File: src/rtl/axi_lite_mem_arbiter.sv
// Two-master AXI4-Lite arbiter in front of a single BRAM slave.
// Round-robin grant with one transaction in flight; no new grant is issued while the BRAM reports reset-busy.
//
// state    | meaning
// IDLE     | no grant; arbitrate when memory is not busy
// RD_ADDR  | forward AR of granted master
// RD_DATA  | return R to granted master
// WR_REQ   | forward AW and W independently
// WR_RESP  | return B to granted master
module axi_lite_mem_arbiter #(
    parameter int ADDR_W = 32,
    parameter int DATA_W = 32
) (
    input  logic                         clk_i,
    input  logic                         rst_i,
    input  logic                         mem_busy_i,
    input  logic [1:0][ADDR_W-1:0]       m_aw_addr_i,
    input  logic [1:0]                   m_aw_valid_i,
    output logic [1:0]                   m_aw_ready_o,
    input  logic [1:0][DATA_W-1:0]       m_w_data_i,
    input  logic [1:0][DATA_W/8-1:0]     m_w_strb_i,
    input  logic [1:0]                   m_w_valid_i,
    output logic [1:0]                   m_w_ready_o,
    output logic [1:0][1:0]              m_b_resp_o,
    output logic [1:0]                   m_b_valid_o,
    input  logic [1:0]                   m_b_ready_i,
    input  logic [1:0][ADDR_W-1:0]       m_ar_addr_i,
    input  logic [1:0]                   m_ar_valid_i,
    output logic [1:0]                   m_ar_ready_o,
    output logic [1:0][DATA_W-1:0]       m_r_data_o,
    output logic [1:0][1:0]              m_r_resp_o,
    output logic [1:0]                   m_r_valid_o,
    input  logic [1:0]                   m_r_ready_i,
    output logic [ADDR_W-1:0]            s_aw_addr_o,
    output logic                         s_aw_valid_o,
    input  logic                         s_aw_ready_i,
    output logic [DATA_W-1:0]            s_w_data_o,
    output logic [DATA_W/8-1:0]          s_w_strb_o,
    output logic                         s_w_valid_o,
    input  logic                         s_w_ready_i,
    input  logic [1:0]                   s_b_resp_i,
    input  logic                         s_b_valid_i,
    output logic                         s_b_ready_o,
    output logic [ADDR_W-1:0]            s_ar_addr_o,
    output logic                         s_ar_valid_o,
    input  logic                         s_ar_ready_i,
    input  logic [DATA_W-1:0]            s_r_data_i,
    input  logic [1:0]                   s_r_resp_i,
    input  logic                         s_r_valid_i,
    output logic                         s_r_ready_o
);

    typedef enum logic [2:0] {IDLE, RD_ADDR, RD_DATA, WR_REQ, WR_RESP} state_t;

    state_t     state;
    logic       gnt;
    logic       last_gnt;
    logic       aw_done;
    logic       w_done;
    logic [1:0] req;
    logic       win;
    logic       ar_hs, r_hs, aw_hs, w_hs, b_hs;

    assign req = m_ar_valid_i | m_aw_valid_i;
    // On a tie the master that did not win last time goes first.
    assign win = (req[0] & req[1]) ? ~last_gnt : req[1];

    assign ar_hs = s_ar_valid_o & s_ar_ready_i;
    assign r_hs  = s_r_valid_i  & s_r_ready_o;
    assign aw_hs = s_aw_valid_o & s_aw_ready_i;
    assign w_hs  = s_w_valid_o  & s_w_ready_i;
    assign b_hs  = s_b_valid_i  & s_b_ready_o;

    always_ff @(posedge clk_i or posedge rst_i) begin
        if (rst_i) begin
            state    <= IDLE;
            gnt      <= 1'b0;
            last_gnt <= 1'b1;
            aw_done  <= 1'b0;
            w_done   <= 1'b0;
        end else begin
            case (state)
                IDLE: begin
                    if (!mem_busy_i && (|req)) begin
                        gnt      <= win;
                        last_gnt <= win;
                        state    <= m_ar_valid_i[win] ? RD_ADDR : WR_REQ;
                    end
                end
                RD_ADDR: if (ar_hs) state <= RD_DATA;
                RD_DATA: if (r_hs)  state <= IDLE;
                WR_REQ: begin
                    if ((aw_done | aw_hs) && (w_done | w_hs)) begin
                        state   <= WR_RESP;
                        aw_done <= 1'b0;
                        w_done  <= 1'b0;
                    end else begin
                        aw_done <= aw_done | aw_hs;
                        w_done  <= w_done | w_hs;
                    end
                end
                WR_RESP: if (b_hs) state <= IDLE;
                default: state <= IDLE;
            endcase
        end
    end

    // Everything is routed from state/gnt only, so one master's valid never reaches the other's ready.
    always_comb begin
        m_aw_ready_o = '0;
        m_w_ready_o  = '0;
        m_b_resp_o   = '0;
        m_b_valid_o  = '0;
        m_ar_ready_o = '0;
        m_r_data_o   = '0;
        m_r_resp_o   = '0;
        m_r_valid_o  = '0;
        s_aw_addr_o  = '0;
        s_aw_valid_o = 1'b0;
        s_w_data_o   = '0;
        s_w_strb_o   = '0;
        s_w_valid_o  = 1'b0;
        s_b_ready_o  = 1'b0;
        s_ar_addr_o  = '0;
        s_ar_valid_o = 1'b0;
        s_r_ready_o  = 1'b0;
        case (state)
            RD_ADDR: begin
                s_ar_addr_o       = m_ar_addr_i[gnt];
                s_ar_valid_o      = m_ar_valid_i[gnt];
                m_ar_ready_o[gnt] = s_ar_ready_i;
            end
            RD_DATA: begin
                m_r_data_o[gnt]  = s_r_data_i;
                m_r_resp_o[gnt]  = s_r_resp_i;
                m_r_valid_o[gnt] = s_r_valid_i;
                s_r_ready_o      = m_r_ready_i[gnt];
            end
            WR_REQ: begin
                s_aw_addr_o       = m_aw_addr_i[gnt];
                s_aw_valid_o      = m_aw_valid_i[gnt] & ~aw_done;
                m_aw_ready_o[gnt] = s_aw_ready_i & ~aw_done;
                s_w_data_o        = m_w_data_i[gnt];
                s_w_strb_o        = m_w_strb_i[gnt];
                s_w_valid_o       = m_w_valid_i[gnt] & ~w_done;
                m_w_ready_o[gnt]  = s_w_ready_i & ~w_done;
            end
            WR_RESP: begin
                m_b_resp_o[gnt]  = s_b_resp_i;
                m_b_valid_o[gnt] = s_b_valid_i;
                s_b_ready_o      = m_b_ready_i[gnt];
            end
            default: ;
        endcase
    end

endmodule

File: config.mk
export PLATFORM = sky130hd
export DESIGN_NAME = axi_lite_mem_arbiter
export DESIGN_NICKNAME = d
export VERILOG_FILES = /design/src/rtl/axi_lite_mem_arbiter.sv
export SDC_FILE = /design/constraint.sdc
export NUM_CORES = 1
export LEC_CHECK = 0
export CORE_AREA = 10 10 164 166
export DETAILED_ROUTE_END_ITERATION = 6
export DIE_AREA = 0 0 174 176
export HOLD_SLACK_MARGIN = 0.02
export PLACE_DENSITY = 0.51
export SLEW_MARGIN = 10
export SYNTH_ARGS = -nofsm -noshare
export SYNTH_HDL_FRONTEND = slang
export SYNTH_SLANG_ARGS = --single-unit
File: constraint.sdc
create_clock -name clk_i -period 4.31 [get_ports clk_i]
set_input_delay 0.862 -clock clk_i [delete_from_list [all_inputs] [get_ports clk_i]]
set_output_delay 0.862 -clock clk_i [all_outputs]
set_load 0.01 [all_outputs]
Word-level counts from Yosys, hierarchy flattened
Cells that the tools add are included.
Word-level totals
  register bits: 7
  bits in latches: 0
  memory bits (writable): 0
  memory bits (read-only): 0
  input bits: 254
  output and inout port bits: 187
  word-level logic and storage cells: 102
  memories: 0
Cells by class
  add/sub/neg operators: 0
  multipliers: 0
  divide/modulo/power cells: 0
  $lt $le $gt $ge: 3
  equal/unequal tests: 9
  shifts and indexed selects: 0
  muxes and demuxes: 53
  bitwise gates (word level): 24
  reduce and logical (&&, ||, !) cells: 8
Operators with widths (number)
  32-bit 2-to-1 mux: 10
  64-bit AND: 1
  64-bit 2-to-1 mux: 1
  32-bit demux with 1-bit select: 1
  1-bit 2-to-1 mux: 21
  4-bit 2-to-1 mux: 5
  3-bit 2-to-1 mux: 5
  3-bit case mux with 5 select lines: 1
  2-bit 2-to-1 mux: 7
  1-bit AND: 10
  2-bit AND: 5
  2-bit inequality test, second input constant: 5
  4-bit AND: 2
  3-bit by 2-bit equality test with 1-bit output, second input constant: 2
  5-bit AND reduction: 1
  1-bit by 2-bit < comparator with 1-bit output, second input constant: 2
  3-bit by 1-bit equality test with 1-bit output, second input constant: 1
  3-bit equality test, second input constant: 1
  1-bit logical AND: 3
  3-bit logical NOT: 1
  1-bit NOT: 3
  2-bit demux with 1-bit select: 1
  1-bit OR: 2
  2-bit OR: 1
  other kinds (5): 5

Depth between registers and ports, before layout
Gate-level depths: netlist (run 1).
  depth in word-level cells: 9
  mapped depth: 7
  depth with buffers taken out: 5

Worst setup path before layout (run 1)
No wires, ideal clock.
  path type: register to output
  start: reg state[0]
  end: out m_r_data_o[33] (netlist name)
  data arrival time: 1.464 ns
  required time: 3.448 ns
  path slack: 1.984 ns
  stages on the path, launching flop included: 7
  path buffers: 3
  path through: dfrtp_1 > buf_4 > or3b_1 > buf_4 > nor2_2 > buf_2 > and2_1
RTL lines
  start, declared: line 55  | state_t state;
  start signal, assigned: line 87  | state <= m_ar_valid_i[win] ? RD_ADDR : WR_REQ;
  end, declared: line 30  | output logic [1:0][DATA_W-1:0] m_r_data_o,

==> impl_metrics.yaml, run 1 <==
status:
  status: "finished clean"
drt:
  ant_nets: 0
  wl_per_cell_um: 18.2
  avgViaCountPerCell: 3.74
  dr.pass1.iters: 6
  route.detailed.drc: 0
  num_vias: 4217
  drt-total-wl_um: 20600
  drtIter0Drc: 121
clock_tree:
  path_clk_slew_ps: 40
  max-clock-path-buffers: 2
  cts_tree: "yes"
  cts_resized: 0
  htree_levels: 1
  cts-buffers-inserted: 3
  clkLatencyLatePin_ps: 240
  hold_buffers: 0
  cts.sinks: 7
  post_cts_buffers: 0
  cts-root-buf: "clkbuf_16"
timing:
  drv_slew: 0
  worstMarginPinSlew_ps: 616
  timing.final.crit_share_pct: 80.0
  rsz0062_at_grt: "false"
  fmax_ghz: 0.290
  finalSetupViolCount: 0
  relSlewSlack_pct: 59.0
  tns_ps: 0
  clock_skew_ps: 0.830
  post-route-min-period_ps: 3450
  hold_viol: 0
final_layout:
  num_antenna_cells: 0
  fillers: 2607
  fin_nets: 1060
  final_common_cell: "clkdlybuf4s50_1"
  seq_area_um2: 180
  layout-drive-gt1-share_pct: 3.23
  stdcell_count: 1129
  syn2layout_area_growth_pct: 187
  final_cell_mix: "clkdlybuf4s50_1, nor2_1, mux2i_1"
  multiInputGateArea_um2: 2240
worst_setup_path:
  cp_data_required_time_ps: 3450
  cpMaxStageDelayCell: "clkdlybuf4s50_1"
  end_kind: "primary output"
  slowest_delay_ps: 530
  crit_family: "simple AND/OR/NAND/NOR gates"
  critPathArrivalTime_ps: 2580
  path_class: "reg2out"
  worstPathMaxFanout: 21
  cp-start-kind: "flop"
  worst-path-buf-inv: 2
  cp_cell_sequence: "or3b_1, nor2_2, buf_4, and2_1, clkdlybuf4s50_1"
die:
  die_w_um: 174
  die_y_um: 176
  core-area_um2: 23800
  die_area_um2: 30600
  io_pins: 441
  rows: 57
  initial_core_util_pct: 10.9
synthesis:
  seq_area_frac_synth_pct: 6.81
  synthAdderAreaFrac_pct: 0
  yosysWarningCount: 0
  yosysTopAreaCellShare_pct: 39.4
  syn-num-nets: 636
  syn_area_um2: 2590
  synthTopCellsByArea: "mux2i_1, and2_1, nor2_1"
  synth-simple-area-share_pct: 39.4
  syn_area_per_cell_um2: 6.78
  synth_compound_area_share_pct: 5.17
  synth_top_area_cell: "mux2i_1"
  synthMuxAreaShare_pct: 41.3
  synth-seq-cells: 7
  syn_inst: 382
  synth_xor_area_share_pct: 0
  ys_types: 36
  synth_top_family_by_area: "multiplexers"
power_and_ir_drop:
  p_sw_share_pct: 44.8
  vdd_ir_drop_max_uv: 265
  p_clk_share_pct: 5.6
  p_switching_mw: 1.34
  powerDensity_nw_per_um2: 402
  p_seq_share_pct: 5.7
  p_int_mw: 1.65
  p_comb_share_pct: 88.7
  power.leakage_nw: 2.85
global_route:
  grt_util_all_layers_pct: 12.4
  grt_max_degree: 64
  grt_pass1_vias: 4626
  antenna_found_initial: 0
  grt_pass1_wl_um: 29500
  grt_overflow: 0
placement:
  numPortBuffers: 440
  gp_congestion: 0.835
  dp.cells: 1125
  dp_hpwl_um: 18300
hold_path:
  min_path_type: "reg2reg"
job:
  maxCapViolCount: 0
## area by class of cell
type                    instances  share of cell area [%]
repair buffers                451                    60.5
well taps                     324                    5.46
clock inverters                 1                  0.0674
inverters                       8                   0.404
clock buffers                   3                    1.01
multi-input cells             335                    30.1
flip-flops and latches          7                    2.42
## per-layer routing
layer | vias to the layer above | global-route usage, % | wire length (um)
met5 | - | 0 | 0
met4 | 0 | 1.71 | 108
met3 | 5 | 4.91 | 2130
met2 | 251 | 24.0 | 11000
met1 | 1834 | 12.4 | 7340
li1 | 2127 | - | -
## power groups by stage
stage,clock [mW],combinational (mW),sequential (mW)
5_1_grt,0.175,2.87,0.178
2_1_floorplan,0,1.37,0.126
4_1_cts,0.173,2.70,0.171
3_3_place_gp,0,2.70,0.172
6_report,0.167,2.65,0.170
3_5_place_dp,0,2.69,0.172
## metrics by stage
step | hold WS [ps] | power, mW | util, % | cell area, um2 | setup WS (ps)
global placement | 483 | 2.87 | 30.9 | 7350 | 994
global route | 506 | 3.23 | 31.2 | 7430 | 683
floorplan | 463 | 1.49 | - | 2590 | 1980
CTS | 494 | 3.05 | 31.2 | 7430 | 820
detailed placement | 487 | 2.86 | 30.9 | 7350 | 993
finish | 493 | 2.98 | 31.2 | 7430 | 864
## worst reg2reg max path, delay by kind of cell (launching register included)
kind | cells | cell delay (ps)
buf+inv | 1 | 360
simple gates | 1 | 120
mux | 2 | 780
compound gates | 2 | 430
flops | 1 | 620
## sequential cells by signal (all words and copies together), names as in the netlist
signal and flops:
w_done 1, gnt 1, state 3, aw_done 1, last_gnt 1
## logic make-up (layout without fill, tap and decap cells)
family	Yosys count	in the layout
flip-flops	7	7
AO/OA/AOI/OAI	18	18
AND/OR/NAND/NOR	211	211
multiplexers	106	106
buffers and inverters	40	463
## final timing paths
| check | slack, ps | to | from | cells after the start |
|---|---|---|---|---|
| hold reg to reg | 490 | last_gnt$_DFFE_PP1P_ | last_gnt$_DFFE_PP1P_ | 2 |
| setup / recovery | 860 | m_r_data_o[13] | state[2]$_DFFE_PP0P_ | 5 |
| setup reg to reg | 1870 | state[1]$_DFFE_PP0P_ | gnt$_DFFE_PP0P_ | 6 |
| hold / removal | 490 | last_gnt$_DFFE_PP1P_ | last_gnt$_DFFE_PP1P_ | 2 |
| max in group asynchronous | 3110 | last_gnt$_DFFE_PP1P_ | rst_i | 2 |
| min in group asynchronous | 900 | gnt$_DFFE_PP0P_ | rst_i | 2 |
## synth_stat cells
cell type / number
mux2i_1: 102
clkbuf_1: 5
dfrtp_1: 6
buf_6: 1
a2bb2oi_1: 1
o21ai_1: 2
o21ai_0: 2
mux2_2: 1
a21oi_1: 5
nand2_1: 7
a2111oi_2: 1
nor2_1: 113
and2_1: 68
and3b_1: 1
or3b_1: 1
or4_1: 1
buf_2: 16
o31a_1: 1
buf_4: 3
nand3_1: 1
o21ba_4: 1
nand2_2: 1
a21o_1: 1
o211ai_1: 1
inv_1: 8
mux2_4: 1
a31oi_1: 2
mux2_1: 2
and3_1: 2
nor4_1: 4
dfstp_2: 1
buf_1: 7
nor3_1: 7
nor2_2: 2
a211oi_2: 1
nor3b_1: 3
Power figures use the tool's default switching activity.
==> run 2: changes to the inputs <==
--- a/config.mk
+++ b/config.mk
@@ -5,11 +5,11 @@
 export SDC_FILE = /design/constraint.sdc
 export NUM_CORES = 1
 export LEC_CHECK = 0
-export CORE_AREA = 10 10 164 166
+export CORE_AREA = 10 10 162 164
 export DETAILED_ROUTE_END_ITERATION = 6
-export DIE_AREA = 0 0 174 176
+export DIE_AREA = 0 0 172 174
 export HOLD_SLACK_MARGIN = 0.02
-export PLACE_DENSITY = 0.51
+export PLACE_DENSITY = 0.52
 export SLEW_MARGIN = 10
 export SYNTH_ARGS = -nofsm -noshare
 export SYNTH_HDL_FRONTEND = slang
==> constraint.sdc (replaced) <==
create_clock -name clk_i -period 3.5 [get_ports clk_i]
set_input_delay 0.7 -clock clk_i [delete_from_list [all_inputs] [get_ports clk_i]]
set_output_delay 0.7 -clock clk_i [all_outputs]
set_load 0.01 [all_outputs]
==> run 2 against run 1 <==
  * Combinational power increased by 23%
  * First-iteration DRC count grew 6.6%
  * Utilization grew 0.73 points
  * Worst hold slack about the same
  * Non-clock buffer count shrank 3
  * Largest cell class unchanged
  * Critical path depth stayed put
  * Final cell count down 3.3%
  * Clock power grew 17%
  * Sequential share of layout area barely moved
  * Highest routed layer unchanged
==> impl_metrics.yaml, run 2 (synthesis gave the netlist of run 1 again) <==
status:
  status: "finished clean"
clock_tree:
  cts_tree: "yes"
  clkLatencyLatePin_ps: 230
  path_clk_slew_ps: 40
  max-clock-path-buffers: 2
  cts-root-buf: "clkbuf_16"
  cts-buffers-inserted: 3
  hold_buffers: 0
  cts.sinks: 7
  post_cts_buffers: 0
  cts_resized: 0
  htree_levels: 1
power_and_ir_drop:
  vdd_ir_drop_max_uv: 157
  powerDensity_nw_per_um2: 498
  power.leakage_nw: 2.84
final_layout:
  final_cell_mix: "clkdlybuf4s50_1, nor2_1, mux2i_1"
  seq_area_um2: 180
  num_antenna_cells: 0
  layout-drive-gt1-share_pct: 2.74
  fin_nets: 1057
  largest_register_ffs: 3
  final_common_cell: "clkdlybuf4s50_1"
  multiInputGateArea_um2: 2230
  regMostFlops: "state"
  finalInstanceArea_um2: 7380
  syn2layout_area_growth_pct: 185
  fillers: 2503
worst_setup_path:
  critPathArrivalTime_ps: 2360
  cp_data_required_time_ps: 2800
  slowest_delay_ps: 550
  cpMaxStageDelayCell: "clkdlybuf4s50_1"
  end_kind: "primary output"
  crit_family: "buffers and inverters"
  cp-start-kind: "flop"
  worst-path-buf-inv: 2
  worstPathMaxFanout: 34
  path_class: "reg2out"
  cp_cell_sequence: "or3b_1, nor2_2, buf_4, and2_1, clkdlybuf4s50_1"
timing:
  fmax_ghz: 0.327
  setup_slack_ps: 443
  hold_viol: 0
  worstMarginPinSlew_ps: 418
  relSlewSlack_pct: 72.1
  clock_skew_ps: 2.78
  drv_slew: 0
  tns_ps: 0
  rsz0062_at_grt: "false"
  finalSetupViolCount: 0
  timing.final.crit_share_pct: 87.3
  post-route-min-period_ps: 3060
global_route:
  grt_pass1_vias: 4499
  grt_pass1_wl_um: 29000
  grt_overflow: 0
  grt_util_all_layers_pct: 12.5
  grt_max_degree: 48
  antenna_found_initial: 0
placement:
  dp_hpwl_um: 18700
  place_ws_ps: 575
  place_area_um2: 7300
  gp_congestion: 0.749
  numPortBuffers: 440
drt:
  ant_nets: 0
  route.detailed.drc: 0
  dr.pass1.iters: 4
  drtIter0Drc: 129
  wl_per_cell_um: 19.1
  num_vias: 4221
  avgViaCountPerCell: 3.87
  drt-total-wl_um: 20900
hold_path:
  min_path_type: "reg2reg"
die:
  core-area_um2: 23100
  initial_core_util_pct: 11.2
  io_pins: 441
  rows: 56
  die_w_um: 172
  die_y_um: 174
  die_area_um2: 29900
job:
  maxCapViolCount: 0
## run 2: final cells by class
| cell class | count | area share (%) |
|---|---|---|
| Sequential cell | 7 | 2.44 |
| Inverter | 8 | 0.407 |
| Multi-Input combinational cell | 335 | 30.2 |
| Timing Repair Buffer | 448 | 61.0 |
| Clock buffer | 4 | 1.07 |
| Tap cell | 290 | 4.92 |
## run 2: report_power, final
group | total [mW] | internal [mW] | switching (mW)
sequential | 0.228 | 0.128 | 0.101
clock | 0.195 | 0.152 | 0.0434
combinational | 3.25 | 1.75 | 1.50
total | 3.67 | 2.03 | 1.64
## run 2: worst paths after layout
path / cells past startpoint / slack [ps] / start / endpoint
min in group asynchronous: 2 / 710 / rst_i / w_done$_DFFE_PP0P_
setup reg to reg: 5 / 1500 / gnt$_DFFE_PP0P_ / state[1]$_DFFE_PP0P_
setup / recovery: 5 / 440 / state[0]$_DFFE_PP0P_ / m_r_data_o[37]
hold / removal: 2 / 490 / last_gnt$_DFFE_PP1P_ / last_gnt$_DFFE_PP1P_
hold reg to reg: 2 / 490 / last_gnt$_DFFE_PP1P_ / last_gnt$_DFFE_PP1P_
max in group asynchronous: 2 / 2520 / rst_i / last_gnt$_DFFE_PP1P_
## run 2: layer usage
metal  vias to the layer above  track usage (%)  wire length (um)
li1                       2115                -                 -
met1                      1832             12.0              7250
met2                       268             24.2             10700
met3                         6             5.51              2820
met4                         0             1.15                93
met5                         -                0                 0
## run 2: metrics by stage
step                      cells  hold WS (ps)  util, %  power, mW
after floorplan             382           463        -       1.84
after CTS                  1092           491     31.9       3.75
after detailed placement   1088           481     31.6       3.55
after global placement     1088           481     31.6       3.55
final                      1092           493     31.9       3.67
after global routing       1092           524     31.9       3.95
## run 2: worst register-to-register path: cells and delay by family (launching register included)
| kind | cells | cell delay (ps) |
|---|---|---|
| mux | 2 | 670 |
| flops | 1 | 600 |
| compound gates | 2 | 520 |
| simple gates | 1 | 90 |
==> run 3: changes to the inputs <==
--- a/config.mk
+++ b/config.mk
@@ -14,3 +14,4 @@
 export SYNTH_ARGS = -nofsm -noshare
 export SYNTH_HDL_FRONTEND = slang
 export SYNTH_SLANG_ARGS = --single-unit
+export TNS_END_PERCENT = 30
==> results of run 3 <==
Same layout as run 2: the final DEF is identical, and so are final timing and power.
